$ cat src/rtl/lz77_dec_sched.sv
// Purpose: round-robin share of one LZ77 decoder between N requesters, one decoded block per grant.
// Latency: 1-cycle arbitration in IDLE; token and decoded-byte paths are combinational pass-through.
// Backpressure: req_ready mirrors dec_i_ready for the owner only; dec_o_ready mirrors out_ready while busy.
//
// Ports:
//   clk, rst                      clock, asynchronous active-high reset
//   req_data/req_en/req_last      per-requester token bytes (8 bits per requester), valid, end-of-block
//   req_ready                     per-requester accept, only ever high for the current owner in FEED
//   dec_i_data/dec_i_en/dec_i_ready   token stream towards the decoder
//   dec_o_data/dec_o_en/dec_o_ready   decoded stream from the decoder
//   out_data/out_en/out_id/out_ready  decoded stream to downstream, tagged with its owner
//   grant_id, busy, err           current owner, FEED/DRAIN indicator, sticky error
module lz77_dec_sched #(
    parameter int N         = 2,
    parameter int BLOCK_LEN = 4096,
    parameter int TIMEOUT   = 1024,
    parameter int IDW       = (N > 1) ? $clog2(N) : 1,
    parameter int CW        = $clog2(BLOCK_LEN + 1)
) (
    input  logic           clk,
    input  logic           rst,
    input  logic [8*N-1:0] req_data,
    input  logic [N-1:0]   req_en,
    input  logic [N-1:0]   req_last,
    output logic [N-1:0]   req_ready,
    output logic [7:0]     dec_i_data,
    output logic           dec_i_en,
    input  logic           dec_i_ready,
    input  logic [7:0]     dec_o_data,
    input  logic           dec_o_en,
    output logic           dec_o_ready,
    output logic [7:0]     out_data,
    output logic           out_en,
    output logic [IDW-1:0] out_id,
    input  logic           out_ready,
    output logic [IDW-1:0] grant_id,
    output logic           busy,
    output logic           err
);

    localparam int TW = $clog2(TIMEOUT + 1);

    typedef enum logic [1:0] {
        IDLE  = 2'd0,
        FEED  = 2'd1,
        DRAIN = 2'd2
    } state_t;

    state_t         state_q;
    state_t         state_d;
    logic [IDW-1:0] rr_ptr;
    logic [CW-1:0]  beat_cnt;
    logic [TW-1:0]  idle_cnt;

    logic [IDW-1:0] pick;
    logic           found;
    logic           out_beat;
    logic           in_accept;
    logic           last_acc;
    logic           beat_done;
    logic           idle_hit;
    logic           release_grant;
    logic           set_err;

    // Circular search starting at rr_ptr for the first requester with data.
    always_comb begin
        pick  = '0;
        found = 1'b0;
        for (int k = 0; k < N; k++) begin
            if (!found && req_en[(int'(rr_ptr) + k) % N]) begin
                found = 1'b1;
                pick  = IDW'((int'(rr_ptr) + k) % N);
            end
        end
    end

    // Datapath and handshakes; everything is gated by state so that reset
    // (state forced to IDLE) drives all ready/enable outputs low.
    always_comb begin
        busy        = (state_q != IDLE);
        dec_i_data  = req_data[8*int'(grant_id) +: 8];
        dec_i_en    = (state_q == FEED) && req_en[grant_id];
        req_ready   = '0;
        if (state_q == FEED) begin
            req_ready[grant_id] = dec_i_ready;
        end
        dec_o_ready = busy && out_ready;
        out_en      = busy && dec_o_en;
        out_data    = dec_o_data;
        out_id      = grant_id;
    end

    assign out_beat  = dec_o_en && dec_o_ready;
    assign in_accept = dec_i_en && dec_i_ready;
    assign last_acc  = in_accept && req_last[grant_id];
    // The beat that takes beat_cnt to BLOCK_LEN ends the block this cycle.
    assign beat_done = out_beat && (beat_cnt == CW'(BLOCK_LEN - 1));
    // A beat in the same cycle as the threshold wins, hence the !out_beat.
    assign idle_hit  = !out_beat && (idle_cnt == TW'(TIMEOUT - 1));

    always_comb begin
        state_d       = state_q;
        release_grant = 1'b0;
        set_err       = 1'b0;
        case (state_q)
            IDLE: begin
                if (|req_en) begin
                    state_d = FEED;
                end
            end
            FEED: begin
                if (beat_done) begin
                    // Block full before req_last: overrun unless last arrives together.
                    state_d       = IDLE;
                    release_grant = 1'b1;
                    set_err       = !last_acc;
                end else if (last_acc) begin
                    state_d = DRAIN;
                end
            end
            DRAIN: begin
                if (beat_done) begin
                    state_d       = IDLE;
                    release_grant = 1'b1;
                end else if (idle_hit) begin
                    state_d       = IDLE;
                    release_grant = 1'b1;
                    set_err       = 1'b1;
                end
            end
            default: begin
                state_d = IDLE;
            end
        endcase
    end

    always_ff @(posedge clk or posedge rst) begin
        if (rst) begin
            state_q  <= IDLE;
            rr_ptr   <= '0;
            grant_id <= '0;
            beat_cnt <= '0;
            idle_cnt <= '0;
            err      <= 1'b0;
        end else begin
            state_q <= state_d;

            if (state_q == IDLE && state_d == FEED) begin
                grant_id <= pick;
                beat_cnt <= '0;
            end else if (out_beat) begin
                beat_cnt <= beat_cnt + CW'(1);
            end

            if (state_q == FEED && state_d == DRAIN) begin
                idle_cnt <= '0;
            end else if (state_q == DRAIN) begin
                if (out_beat) begin
                    idle_cnt <= '0;
                end else if (idle_cnt != TW'(TIMEOUT)) begin
                    idle_cnt <= idle_cnt + TW'(1);
                end
            end

            if (set_err) begin
                err <= 1'b1;
            end

            if (release_grant) begin
                rr_ptr <= (grant_id == IDW'(N - 1)) ? '0 : grant_id + IDW'(1);
            end
        end
    end

endmodule

$ cat config.mk
export PLATFORM = sky130hd
export DESIGN_NAME = lz77_dec_sched
export DESIGN_NICKNAME = d
export VERILOG_FILES = /design/src/rtl/lz77_dec_sched.sv
export SDC_FILE = /design/constraint.sdc
export NUM_CORES = 1
export LEC_CHECK = 0
export CORE_UTILIZATION = 30
export DETAILED_ROUTE_END_ITERATION = 7
export GPL_TIMING_DRIVEN = 0
export HOLD_SLACK_MARGIN = 0.05
export MAX_ROUTING_LAYER = met4
export PLACE_DENSITY = 0.65
export SLEW_MARGIN = 20
export SYNTH_ARGS = -nofsm -noshare
export SYNTH_HDL_FRONTEND = slang
export SYNTH_SLANG_ARGS = --single-unit
$ cat constraint.sdc
create_clock -name clk -period 2.3 [get_ports clk]
set_input_delay 0.345 -clock clk [delete_from_list [all_inputs] [get_ports clk]]
set_output_delay 0.345 -clock clk [all_outputs]
set_load 0.05 [all_outputs]
==> reports/metrics.cfg <==
[synthesis]
syn_inst=211
syn_nets=251
synth_area_um2=1940
ys_types=42
synth-main-ff-cell=dfrtp_1
synth_edf_count=0
synthArstFlopShare_pct=100
synth_seq_area_share_pct=37.3
yosysWarnings=0
yosys_register_bits=29
post_synth.cell_area_avg_um2=9.22

[cells_and_area]
multi_input_area_um2=1110
fillCellCount=617
drive_gt1_share_pct=20.7
nets=315
diodes=0
seq_area_um2=727
syn2layout_area_growth_pct=39.6

[sta]
final-setup-viol-count=0
fin_ws_ns=0.112
period_share_pct=95.1
worst_pin_slew_ns=0.595
relSlewSlack_pct=60.3
skew_ns=0.0102
clock.fmax_mhz=457
final_hold_viol_count=0
fin_crit_ns=2.19
slew_violations=0
timing.hold.ws_ns=0.444
finalSetupTns_ns=0

[routing]
post-route-drc-count=0
drtIter0Drc=88
num_vias=1724
drt_first_pass_iters=4
antenna_left=0
viasPerCell=4.91
post_drt_wl_per_cell_um=13.0
routed_wl_um=4550

[setup_path]
crit_path_end_kind=flip-flop
crit_fanout=8
worstPathArrival_ns=2.35
path_class=flip-flop to flip-flop
cp-start-kind=flip-flop
r2r_slack_ns=0.11
r2r_end=idle_cnt[7]$_DFFE_PP0P_
reg2reg_depth=10
crit_required_ns=2.46
timing.rr.start=state_q[0]$_DFF_PP0_

[grt]
grt_util_all_layers_pct=14.7
grt_pass1_vias=1584
gr-total-overflow=0
antenna_found_initial=0
grt_max_degree=30
grt_pass1_wl_um=7320

[floorplan]
start_util_pct=31.9
die_area_um2=6810
ios=58
die_x_um=82.5
fp-row-count=28
design.core.area_um2=6100
die_h_um=82.5

[power]
leakagePower_uw=0.00114
peakVddDrop_v=0.000569
p_total_uw=2490
powerDensity_nw_per_um2=917

[clocking]
cts_buffers=5
ctsHoldBuffers=0
clkTransAtPathRegs_ns=0.07
cts.sinks=29
ctsHtreeMaxLevel=2
root_buffer=clkbuf_8
clock_latency_ns=0.29
tritoncts=yes
clockBufferDepth=2

[place]
portBuffers=49
gp_congestion=0.759
post-place-ws_ns=-0.212
detailed_place_hpwl_um=3330

[hold_path]
hold_class=input pin to asynchronous set/reset pin

[status]
run_status=completed

[flow_run]
maxCapViolCount=0

-- layout by cell type, fill, tap and decap left out, drive strengths merged, types with 5 or more instances in the layout --
master         count
a211oi             5
a21oi              7
buf               20
clkbuf             9
clkdlybuf4s50     36
dfrtp             29
dlygate4sd2       11
ha                 7
inv               11
mux2               8
nand2             17
nand3              6
nand3b             6
nand4              6
nor2              31
nor4               6
o21ai              7
xnor2             10
xor2               7
-- cell usage after synthesis, types with 2 or more instances --
library cell | instances | area (um2)
nor3_1 | 4 | 20.0
inv_1 | 11 | 41.3
nand3_1 | 6 | 30.0
or4_1 | 2 | 15.0
buf_4 | 11 | 82.6
nand4b_1 | 3 | 26.3
nor4_1 | 3 | 18.8
ha_1 | 7 | 87.6
nor2_1 | 30 | 113
xnor2_1 | 10 | 87.6
xor2_1 | 7 | 61.3
dfrtp_1 | 29 | 726
mux2i_1 | 4 | 40.0
nand4_1 | 6 | 37.5
a211oi_1 | 5 | 37.5
a21oi_1 | 7 | 35.0
nor4_4 | 2 | 42.5
nand2_1 | 17 | 63.8
nand3b_1 | 6 | 45.0
nand2b_1 | 2 | 12.5
mux2_2 | 8 | 90.1
o21ai_0 | 6 | 30.0
clkbuf_1 | 4 | 15.0
nor2b_1 | 3 | 18.8
-- worst max path at each step --
stage                              start                  endpoint  depth (start not counted)
floorplan           grant_id$_DFFE_PP0P_              req_ready[1]                          3
global placement    state_q[1]$_DFF_PP0_   idle_cnt[8]$_DFFE_PP0P_                          8
detailed placement  state_q[1]$_DFF_PP0_   idle_cnt[6]$_DFFE_PP0P_                          8
CTS                 state_q[1]$_DFF_PP0_   idle_cnt[5]$_DFFE_PP0P_                          8
global route        state_q[0]$_DFF_PP0_  beat_cnt[11]$_DFFE_PP0P_                          9
finish              state_q[0]$_DFF_PP0_   idle_cnt[7]$_DFFE_PP0P_                         10
-- logic make-up after synthesis --
family                     synth area share, %
DFF                                       37.3
muxes                                     6.69
buffers and inverters                     7.72
adders and majority gates                 4.50
AOI/OAI and AO/OA                         9.72
and+or+nand+nor                           26.4
xor gates and xnor gates                  7.66
-- state kept, by name (all words and copies together) (netlist names) --
register and count:
rr_ptr 1, beat_cnt 13, idle_cnt 11, state_q 2, err 1, grant_id 1
-- routing by layer --
layer	track usage, %	vias to the layer above	part of all wire (%)	wire length, um
li1	-	859	-	-
met1	19.2	820	46	2070
met2	22.4	36	49	2220
met3	2.97	9	4.0	180
met4	5.69	0	1.8	81
met5	-	-	0	0
-- through the flow --
| step | cells | area, um2 | utilization (%) |
|---|---|---|---|
| after CTS | 344 | 2640 | 43.2 |
| final | 351 | 2710 | 44.5 |
| after global routing | 351 | 2710 | 44.5 |
| after detailed placement | 335 | 2530 | 41.5 |
| after global placement | 335 | 2530 | 41.5 |
| after floorplan | 211 | 1940 | - |
-- where the power goes --
part	total [uW]	leakage, uW	internal (uW)	switching [uW]
clock network	406	0.0000450	209	197
registers	697	0.000394	589	108
logic	1390	0.000703	550	835
total	2490	0.00114	1350	1140
-- worst max-delay path: stages, from the launching register on --
cell,delay (ns)
dfrtp_2,0.45
inv_2,0.09
ha_4,0.17
and3b_1,0.19
buf_6,0.15
nor4_4,0.27
o22ai_2,0.12
nor4_2,0.16
buf_4,0.16
clkdlybuf4s15_2,0.25
a21oi_1,0.06
-- repair_timing --
action                                  CTS  global route
cloned                                    1             0
setup buffers                             1             7
pin swaps                                 4             4
resized for setup                        22             8
endpoints found under the setup margin   37            23
-- cell type report --
type                    count  share of cell area [%]
inverters                  11                    1.52
clock inverters             2                   0.369
plain buffers              15                    3.96
clock buffers               6                    2.67
multi-input cells         155                    40.9
well taps                  75                    3.46
repair buffers             58                    20.3
flip-flops and latches     29                    26.8
Note: power is estimated with default switching activity, not from simulation.
==> variant: new RTL, same flow settings <==
Re-encode `state_t` (3 states) as one-hot, 3 bits wide.
--- a/src/rtl/lz77_dec_sched.sv
+++ b/src/rtl/lz77_dec_sched.sv
@@ -40,10 +40,10 @@
 
     localparam int TW = $clog2(TIMEOUT + 1);
 
-    typedef enum logic [1:0] {
-        IDLE  = 2'd0,
-        FEED  = 2'd1,
-        DRAIN = 2'd2
+    typedef enum logic [2:0] {
+        IDLE  = 3'b001,
+        FEED  = 3'b010,
+        DRAIN = 3'b100
     } state_t;
 
     state_t         state_q;
Formal check against the unedited RTL: no difference found for any inputs over 10 cycles, from zero or initial values and one cycle with rst high; not proved beyond that.
==> variant against the original RTL <==
  * Setup slack worse by 0.040 ns
  * Area after synthesis fell by 5.0%
  * Design area down 4.9%
  * Largest cell class unchanged
  * Power grew 3.2%
  * Non-clock buffer count is 9 lower
  * Sequential cell count grew 1
  * Wire length is 9.6% lower
==> variant: results (changes against the original RTL) <==
adder-cell share of the synthesized area -> 2.033% (was 4.505%)
drt first-iter violations -> 41 (was 88)
largest net degree at the start of global routing -> 31 (was 30)
Largest regs -> beat_cnt x13, idle_cnt x11, state_q x3 (was beat_cnt x13, idle_cnt x11, state_q x2)
nets@finish -> 290 (was 315)
sequential-to-total area share from yosys stat -> 40.72% (was 37.32%)
Post-Synth XOR/XNOR Area -> 7.114% (was 7.658%)
Leak Pwr -> 1.130 nW (was 1.142 nW)
DP Worst Slack -> -0.1626 ns (was -0.2116 ns)
Clock Skew -> 0.008501 ns (was 0.01021 ns)
Crit Path Max Fanout -> 7 (was 8)
Arr. time, crit path -> 1.88 ns (was 2.35 ns)
mux cell area share after synthesis -> 6.572% (was 6.692%)
number of global-route vias before repair -> 1,518 (was 1,584)
Synth Area in Compound Gates -> 8.604% (was 9.717%)
Detail Placement HPWL -> 3.047 mm (was 3.325 mm)
Post-synth top cells -> dfrtp_1, nor2_1, nand2_1 (was nor2_1, dfrtp_1, nand2_1)
routed len/inst -> 12.45 um (was 12.95 um)
Tot GR Track Use -> 14.26% (was 14.71%)
Reg-to-Reg End -> idle_cnt[9]$_DFFE_PP0P_ (was idle_cnt[7]$_DFFE_PP0P_)
status -> complete, no violations (unchanged)
Final Non-Filler Cells -> 330 (was 351)
M1 WL -> 1.879 mm (was 2.069 mm)
met3 wire len -> 210 um (was 180 um)
top post-synthesis cells by area -> dfrtp_1, mux2_2, nor2_1, xor2_1, nand2_1 (was dfrtp_1, nor2_1, mux2_2, ha_1, xnor2_1)
## variant: repair_timing
action                     CTS  global route
buffers inserted             0             2
hold endpoints to repair     0             0
resized for setup           15             1
setup endpoints to repair   14             3
## variant: how the worst min path moves through the flow
stage / from / slack (ns) / depth (start not counted) / to
detailed placement: err$_DFFE_PP0P_ / 0.49 / 1 / err$_DFFE_PP0P_
finish: rst / 0.46 / 2 / beat_cnt[0]$_DFFE_PP0P_
CTS: rst / 0.49 / 2 / beat_cnt[0]$_DFFE_PP0P_
global placement: err$_DFFE_PP0P_ / 0.48 / 1 / err$_DFFE_PP0P_
floorplan: rst / 0.44 / 1 / beat_cnt[0]$_DFFE_PP0P_
global route: rst / 0.54 / 2 / err$_DFFE_PP0P_
## variant: cells by family after synthesis
family,count (synthesis)
XOR/XNOR,15
AO/OA/AOI/OAI,25
multiplexers,11
buffers and inverters,19
flip-flops,30
adder cells (fa/ha/maj),3
AND/OR/NAND/NOR,94
## variant: critical path: stages (launching register included)
cell and delay (ns):
dfstp_2 0.59, nor3b_4 0.31, inv_2 0.12, and2_1 0.17, dlygate4sd2_1 0.41
## variant: layout make-up
class | count | area (um^2)
fill | 585 | 3341
sequential | 30 | 752.0
buffer | 13 | 96.34
inverter | 5 | 18.77
clock inverter | 2 | 60.06
multi-input combinational | 148 | 984.7
timing repair buffer | 51 | 491.7
clock buffer | 6 | 82.58
tap | 75 | 93.84
## variant: power breakdown
part | total [mW] | switching [mW] | internal (mW) | leakage (nW)
sequential | 0.758 | 0.129 | 0.629 | 0.390
clock | 0.662 | 0.200 | 0.462 | 0.0714
combinational | 1.15 | 0.710 | 0.438 | 0.668
total | 2.57 | 1.04 | 1.53 | 1.13
## variant: layer usage
| layer | global-route usage [%] | vias up |
|---|---|---|
| li1 | - | 802 |
| met1 | 16.68 | 750 |
| met2 | 24.32 | 37 |
| met3 | 3.182 | 7 |
| met4 | 4.286 | 0 |
| met5 | - | - |
